==> config.mk <==
export PLATFORM = sky130hd
export DESIGN_NAME = spi_slave_if
export DESIGN_NICKNAME = d
export VERILOG_FILES = /design/src/rtl/spi_slave_if.sv
export SDC_FILE = /design/constraint.sdc
export NUM_CORES = 1
export LEC_CHECK = 0
export ABC_AREA = 1
export BUFFER_PORTS_ARGS = -buffer_cell sky130_fd_sc_hd__buf_2
export CAP_MARGIN = 20
export CORE_AREA = 2 2 67 69
export CTS_CLUSTER_DIAMETER = 60
export DETAILED_ROUTE_END_ITERATION = 16
export DIE_AREA = 0 0 69 71
export PLACE_DENSITY = 0.75
export SLEW_MARGIN = 30
export SYNTH_ARGS = -nofsm -noshare
export SYNTH_HDL_FRONTEND = slang
export SYNTH_SLANG_ARGS = --single-unit
==> constraint.sdc <==
create_clock -name clk -period 1.7 [get_ports clk]
set_input_delay 0.34 -clock clk [delete_from_list [all_inputs] [get_ports clk]]
set_output_delay 0.34 -clock clk [all_outputs]
set_load 0.005 [all_outputs]
==> src/rtl/spi_slave_if.sv <==
// SPI slave front end: deserialises (ADDR_SIZE+2)-bit MOSI frames for the RAM stage and shifts RAM read bytes out on MISO.
// Optional macro SPI_FRAME_ERR_EN adds a sticky frame_err output flagging aborted frames.
module spi_slave_if #(
  parameter int ADDR_SIZE = 8
) (
  input  logic                 clk,
  input  logic                 rst_n,
  input  logic                 SS_n,
  input  logic                 MOSI,
  output logic                 MISO,
  output logic [ADDR_SIZE+1:0] rx_data,
  output logic                 rx_valid,
  input  logic [ADDR_SIZE-1:0] tx_data,
  input  logic                 tx_valid
`ifdef SPI_FRAME_ERR_EN
  ,
  output logic                 frame_err
`endif
);

  localparam int FRAME_W = ADDR_SIZE + 2;
  localparam int CNT_W   = $clog2(ADDR_SIZE + 2);

  typedef enum logic [2:0] {
    IDLE,
    CHK_CMD,
    WRITE,
    READ_ADD,
    READ_DATA,
    WAIT_TX,
    SHIFT_OUT,
    DONE
  } state_t;

  state_t               state_q, state_d;
  logic [FRAME_W-2:0]   rx_sh_q, rx_sh_d;
  logic [CNT_W-1:0]     cnt_q, cnt_d;
  logic [ADDR_SIZE-1:0] tx_sh_q, tx_sh_d;
  logic                 miso_q, miso_d;
  logic [FRAME_W-1:0]   rx_data_q, rx_data_d;
  logic                 rx_valid_q, rx_valid_d;
  logic                 rd_addr_seen_q, rd_addr_seen_d;

  always_comb begin
    state_d        = state_q;
    rx_sh_d        = rx_sh_q;
    cnt_d          = cnt_q;
    tx_sh_d        = tx_sh_q;
    miso_d         = 1'b0;
    rx_data_d      = rx_data_q;
    rx_valid_d     = 1'b0;
    rd_addr_seen_d = rd_addr_seen_q;

    // SS_n high outside IDLE ends the frame; this also wins over a completing last bit.
    if (state_q != IDLE && SS_n) begin
      state_d = IDLE;
      cnt_d   = '0;
    end else begin
      case (state_q)
        IDLE: begin
          if (!SS_n) begin
            state_d = CHK_CMD;
            cnt_d   = '0;
          end
        end
        CHK_CMD: begin
          rx_sh_d = {{(FRAME_W-2){1'b0}}, MOSI};
          cnt_d   = '0;
          if (!MOSI)               state_d = WRITE;
          else if (rd_addr_seen_q) state_d = READ_DATA;
          else                     state_d = READ_ADD;
        end
        WRITE, READ_ADD, READ_DATA: begin
          if (cnt_q == CNT_W'(ADDR_SIZE)) begin
            rx_data_d  = {rx_sh_q, MOSI};
            rx_valid_d = 1'b1;
            cnt_d      = '0;
            if (state_q == READ_ADD)  rd_addr_seen_d = 1'b1;
            if (state_q == READ_DATA) rd_addr_seen_d = 1'b0;
            state_d = (state_q == READ_DATA) ? WAIT_TX : DONE;
          end else begin
            rx_sh_d = {rx_sh_q[FRAME_W-3:0], MOSI};
            cnt_d   = cnt_q + CNT_W'(1);
          end
        end
        WAIT_TX: begin
          if (tx_valid) begin
            tx_sh_d = tx_data;
            miso_d  = tx_data[ADDR_SIZE-1];
            cnt_d   = CNT_W'(1);
            state_d = SHIFT_OUT;
          end
        end
        SHIFT_OUT: begin
          // cnt_q counts bits already on the wire; once all are out, return MISO low.
          if (cnt_q == CNT_W'(ADDR_SIZE)) begin
            cnt_d   = '0;
            state_d = DONE;
          end else begin
            tx_sh_d = tx_sh_q << 1;
            miso_d  = tx_sh_q[ADDR_SIZE-2];
            cnt_d   = cnt_q + CNT_W'(1);
          end
        end
        DONE: begin
          state_d = DONE;
        end
        default: begin
          state_d = IDLE;
        end
      endcase
    end
  end

  always_ff @(posedge clk or negedge rst_n) begin
    if (!rst_n) begin
      state_q        <= IDLE;
      rx_sh_q        <= '0;
      cnt_q          <= '0;
      tx_sh_q        <= '0;
      miso_q         <= 1'b0;
      rx_data_q      <= '0;
      rx_valid_q     <= 1'b0;
      rd_addr_seen_q <= 1'b0;
    end else begin
      state_q        <= state_d;
      rx_sh_q        <= rx_sh_d;
      cnt_q          <= cnt_d;
      tx_sh_q        <= tx_sh_d;
      miso_q         <= miso_d;
      rx_data_q      <= rx_data_d;
      rx_valid_q     <= rx_valid_d;
      rd_addr_seen_q <= rd_addr_seen_d;
    end
  end

  assign MISO     = miso_q;
  assign rx_data  = rx_data_q;
  assign rx_valid = rx_valid_q;

`ifdef SPI_FRAME_ERR_EN
  logic frame_err_q, frame_err_d;
  logic abort;

  always_comb begin
    abort       = SS_n && (state_q != IDLE) && (state_q != DONE);
    frame_err_d = frame_err_q;
    if (abort)           frame_err_d = 1'b1;
    else if (rx_valid_d) frame_err_d = 1'b0;
  end

  always_ff @(posedge clk or negedge rst_n) begin
    if (!rst_n) frame_err_q <= 1'b0;
    else        frame_err_q <= frame_err_d;
  end

  assign frame_err = frame_err_q;
`endif

endmodule

# Word-level counts from Yosys, hierarchy flattened
# Index checks and enable logic that the tools add are counted.
word_totals:
  reg_bits: 36
  in_bits: 13
  out_inout_bits: 12
  word_cells: 68
op_classes:
  n_addsub: 1
  eq_ne: 15
  n_mux: 28
  bitwise_logic: 1
  n_reduce_logical: 15
op_table:
  columns: ["operator", "n"]
  rows:
  - ["$mux W3", 7]
  - ["$pmux W3 S6", 1]
  - ["$pmux W9 S2", 1]
  - ["$mux W4", 4]
  - ["$pmux W4 S4", 1]
  - ["$mux W7", 2]
  - ["$pmux W7 S2", 1]
  - ["$eq A3 B3 Y1 const B", 4]
  - ["$ne A3 B3 Y1 const B", 4]
  - ["$reduce_and A4 Y1", 3]
  - ["$mux W9", 1]
  - ["$reduce_and A3 Y1", 3]
  - ["$mux W1", 8]
  - ["$eq A3 B2 Y1 const B", 2]
  - ["$ne A2 B2 Y1 const B", 3]
  - ["$reduce_bool A2 Y1", 3]
  - ["$reduce_bool A5 Y1", 1]
  - ["$add A4 B1 Y4 const B", 1]
  - ["$eq A4 B4 Y1 const B", 1]
  - ["$reduce_or A4 Y1", 1]
  - ["$eq A3 B1 Y1 const B", 1]
  - ["$logic_not A3 Y1", 1]
  - ["$reduce_bool A3 Y1", 1]
  - ["$reduce_or A3 Y1", 1]
  - ["4 further kinds", 4]

# Logic depth before layout (Yosys ltp)
logic_depth:
  depth_word: 5
  mapped_depth: 10
  mapped_depth_nobuf: 9

# Worst setup path before layout
# OpenSTA, ideal clock, no wires.
synth_timing:
  path_kind: "reg2reg"
  from: "reg cnt_q[0]"
  to: "reg rx_data_q[1], in the netlist rx_data[1]"
  setup_ns: 0.117
  t_arrival_ns: 1.263
  required_ns: 1.583
  setup_slack_ns: 0.320
  stages_incl_launch_ff: 9
  n_path_buf: 1
  period_less_slack_ns: 1.380
  path_cell_list: "dfrtp_1 > inv_1 > ha_1 > nand3_1 > inv_1 > nand3_2 > buf_2 > nand2_1 > nand2_1"
synth_between:
  elab_chain_len: 2
synth_rtl:
  columns: ["item", "line_no", "source"]
  rows:
  - ["start: declaration", "37", "logic [CNT_W-1:0] cnt_q, cnt_d;"]
  - ["start signal: assignment", "128", "cnt_q <= cnt_d;"]
  - ["$eq A4 B4 Y1", "74", "if (cnt_q == CNT_W'(ADDR_SIZE)) begin"]
  - ["$reduce_and A3 Y1 (no source line)", null, null]
  - ["end signal: assignment", "131", "rx_data_q <= rx_data_d;"]
  - ["end: declaration", "40", "logic [FRAME_W-1:0] rx_data_q, rx_data_d;"]
# No other way between the ends.
# A chain may end at the register's enable or synchronous reset.

# Worst setup path after layout
layout_timing:
  from: "reg state_q[1]"
  to: "reg tx_sh_q[5]"
layout_between:
  elab_chain_len: 4
  elab_cells_between_ends: 10
  classes_between: "eq/ne (4); mux (1); bitwise (1); reduce/logical (4)"
layout_rtl:
  columns: ["item", "line_no", "source"]
  rows:
  - ["start: declaration", "35", "state_t state_q, state_d;"]
  - ["start signal: assignment", "126", "state_q <= state_d;"]
  - ["branches (longest 4 deep; another with $reduce_and A4 Y1)", null, null]
  - ["end signal: assignment", "129", "tx_sh_q <= tx_sh_d;"]
  - ["end: declaration", "38", "logic [ADDR_SIZE-1:0] tx_sh_q, tx_sh_d;"]
# Several ways; the timed one is not identified.

==> results.py <==
metrics = {
    "clock_network": {
        "clk_path_buf_depth": 2,
        "path_clk_slew_ps": 70,
        "clockRootBuffer": "clkbuf_8",
        "cts_resized": 0,
        "h-tree-depth": 2,
        "cts_tree": "built",
        "clk_latency_ps": 290,
        "ctsHoldBuffers": 0,
        "cts_sinks": 36,
        "cts_setup_buffers": 0,
        "numCtsBuffers": 5,
    },
    "yosys": {
        "avgSynthCellArea_sq_um": 7.91,
        "ys_types": 26,
        "yosysWarnings": 0,
        "syn_inst": 231,
        "synth.largest_area_cell": "dfrtp_1",
        "yosysSeqAreaShare_pct": 49.3,
        "synth_area_leaders": "dfrtp_1 49%, nand2_1 23%, nand2_4 3.1%",
        "syn-num-nets": 246,
        "synth.top_cell.area_share_pct": 49.3,
        "mappedNetlistArea_sq_um": 1830,
        "ys_ff_latch": 36,
    },
    "setup_path": {
        "crit_family": "simple AND/OR/NAND/NOR gates",
        "path_cells": "nor2_1, nand2_1, nand2_2, nand2_1, inv_2, nand2_4, clkinv_2, nand2_1, nand2_1",
        "cp.arrival_ps": 1700,
        "crit_buf_inv": 2,
        "setup.worst_path.start_class": "register",
        "cpPeakStageDelay_ps": 550,
        "cp-end-kind": "register",
        "critPathRequiredTime_ps": 1870,
        "crit_type": "register to register",
        "cp_common_cell": "nand2_1",
        "critPathSlowestCell": "dfrtp_1",
        "cp_max_fo": 11,
    },
    "final_layout": {
        "fill_cells": 410,
        "diodes": 0,
        "layout.nets": 278,
        "area_delta_synth_final_pct": 17.3,
        "design_area_sq_um": 2140,
        "drive_gt1_share_pct": 21.6,
    },
    "die": {
        "start_util_pct": 43.5,
        "core-area_sq_um": 4200,
        "die_y_um": 71,
        "dieArea_sq_um": 4900,
        "die_w_um": 69,
        "rows": 24,
        "num_io_pins": 25,
    },
    "drt": {
        "vias": 1512,
        "drt_pre_antenna_iters": 6,
        "via_per_inst": 4.78,
        "wl_per_cell_um": 10.7,
        "wirelength_um": 3380,
        "drt_iter0_markers": 85,
        "drc": 0,
        "drtAntennaViolNets": 0,
    },
    "placement": {
        "dpl.hpwl_um": 2460,
        "port_buffers": 24,
        "place_area_sq_um": 2030,
        "gp_congestion": 0.777,
    },
    "global_route": {
        "antenna_found_initial": 0,
        "grt_max_degree": 37,
        "grt_pass1_vias": 1403,
        "grt_pass1_wl_um": 5980,
        "overflow": 0,
        "grt_usage_pct": 15.1,
    },
    "power": {
        "power.leakage_nw": 1.20,
        "total_power_w": 0.00291,
        "power_density_nw_per_um2": 1360,
        "peakVddDrop_mv": 0.671,
    },
    "timing": {
        "rsz0062_at_grt": "no",
        "maxSlewViolCount": 0,
        "setup_viol": 0,
        "worst_pin_slew_ps": 349,
        "finalSetupTns_ps": 0,
        "hold_slack_ps": 7.45,
        "min_period_ps": 1530,
        "max_freq_mhz": 654,
        "min_period_over_period_pct": 90.0,
        "hold_violations": 0,
        "clock_skew_ps": 5.80,
        "slew_headroom_pct": 76.5,
    },
    "hold_path": {
        "holdCritPathClass": "input pin to asynchronous set/reset pin",
    },
    "run_status": {
        "outcome": "finished clean",
    },
    "flow_run": {
        "maxCapViolCount": 0,
    },
}
==> kinds of logic after synthesis <==
family | share of synthesized area (%)
and+or+nand+nor | 37.5
DFF | 49.3
buffers and inverters | 6.16
AOI/OAI and AO/OA | 4.73
xor gates and xnor gates | 0.959
adders and majority gates | 1.37
==> cells in the mapped netlist <==
library cell  count
nor2_1            5
nor2_8            1
buf_6             3
ha_1              2
clkinv_2          1
o21ai_0           5
buf_2             2
nor2_2            2
xor2_1            1
or2_0             1
nor3_1            3
dfrtp_1          36
nand2_4           5
nand4_1           4
a21oi_1           1
a21boi_0          1
nand3_1          10
inv_2             3
nand3_2           1
xnor2_1           1
o21ai_2           1
inv_1            14
nand2_1         114
nor2_4            1
o21ai_1           8
nand2_2           5
==> worst paths after layout <==
path | from | to | slack [ps] | cells past startpoint
worst max-delay path | state_q[1] | tx_sh_q[5] | 170 | 9
worst min-delay path | rst_n | rx_valid | 7 | 2
worst max register to register | state_q[1] | tx_sh_q[5] | 170 | 9
worst min register to register | rx_data[8] | rx_data[8] | 470 | 2
max in group asynchronous | rst_n | cnt_q[1] | 1510 | 2
min in group clk | tx_data[0] | tx_sh_q[0] | 310 | 3
==> report_power, final <==
group | switching, W | internal, W | total (W)
clock | 0.000297 | 0.000435 | 0.000732
sequential | 0.000173 | 0.00102 | 0.00119
combinational | 0.000638 | 0.000341 | 0.000980
==> through the flow <==
stage / util [%] / worst slack, ps / std cells
after floorplan: - / 320 / 231
after global placement: 48.2 / 80.7 / 308
after detailed placement: 48.2 / 38.3 / 308
after CTS: 50.7 / 29.2 / 316
after global routing: 51.0 / 11.9 / 316
final: 51.0 / 170 / 316
==> metal layers <==
metal  GRT usage, %  part of all wire (%)  routed length [um]  vias up
met5              0                     0                   0        -
met2           25.3                    46                1550       44
met3           3.56                   5.3                 180        5
li1               -                     -                   -      783
met1           18.8                    47                1600      680
met4           6.32                   1.4                  46        0
==> flip-flops by register name, summed over array words and instances, names as in the netlist <==
name            cells
rx_valid            1
rx_data            10
rx_sh_q             9
cnt_q               4
state_q             3
rd_addr_seen_q      1
MISO                1
tx_sh_q             7
==> layout make-up <==
class | instances | area [sq um] | share of cell area, %
Inverter | 18 | 71.3 | 3.33
Timing Repair Buffer | 30 | 178 | 8.29
Multi-Input combinational cell | 172 | 821 | 38.3
Tap cell | 52 | 65.1 | 3.04
Clock inverter | 2 | 35.0 | 1.63
Clock buffer | 6 | 72.6 | 3.39
Sequential cell | 36 | 901 | 42.0
==> placed cells by master (no fill, tap or decap) <==
| cell | instances |
|---|---|
| xor2_1 | 1 |
| nor3_1 | 3 |
| ha_1 | 2 |
| nand2_1 | 114 |
| inv_1 | 14 |
| nor2_2 | 2 |
| clkbuf_8 | 5 |
| or2_0 | 1 |
| nand3_1 | 10 |
| xnor2_1 | 1 |
| dfrtp_1 | 36 |
| inv_2 | 2 |
| buf_2 | 24 |
| nand4_1 | 4 |
| bufinv_16 | 1 |
| clkinv_2 | 2 |
| inv_4 | 1 |
| o21ai_0 | 5 |
| clkbuf_1 | 1 |
| a21oi_1 | 1 |
| nand2_2 | 5 |
| nor2_8 | 1 |
| o21ai_1 | 8 |
| o21ai_2 | 1 |
| nor2_4 | 1 |
| nor2_1 | 5 |
| buf_4 | 5 |
| buf_12 | 1 |
| nand3_4 | 1 |
| a21boi_0 | 1 |
| nand2_4 | 5 |
(Power assumes the default switching activity.)
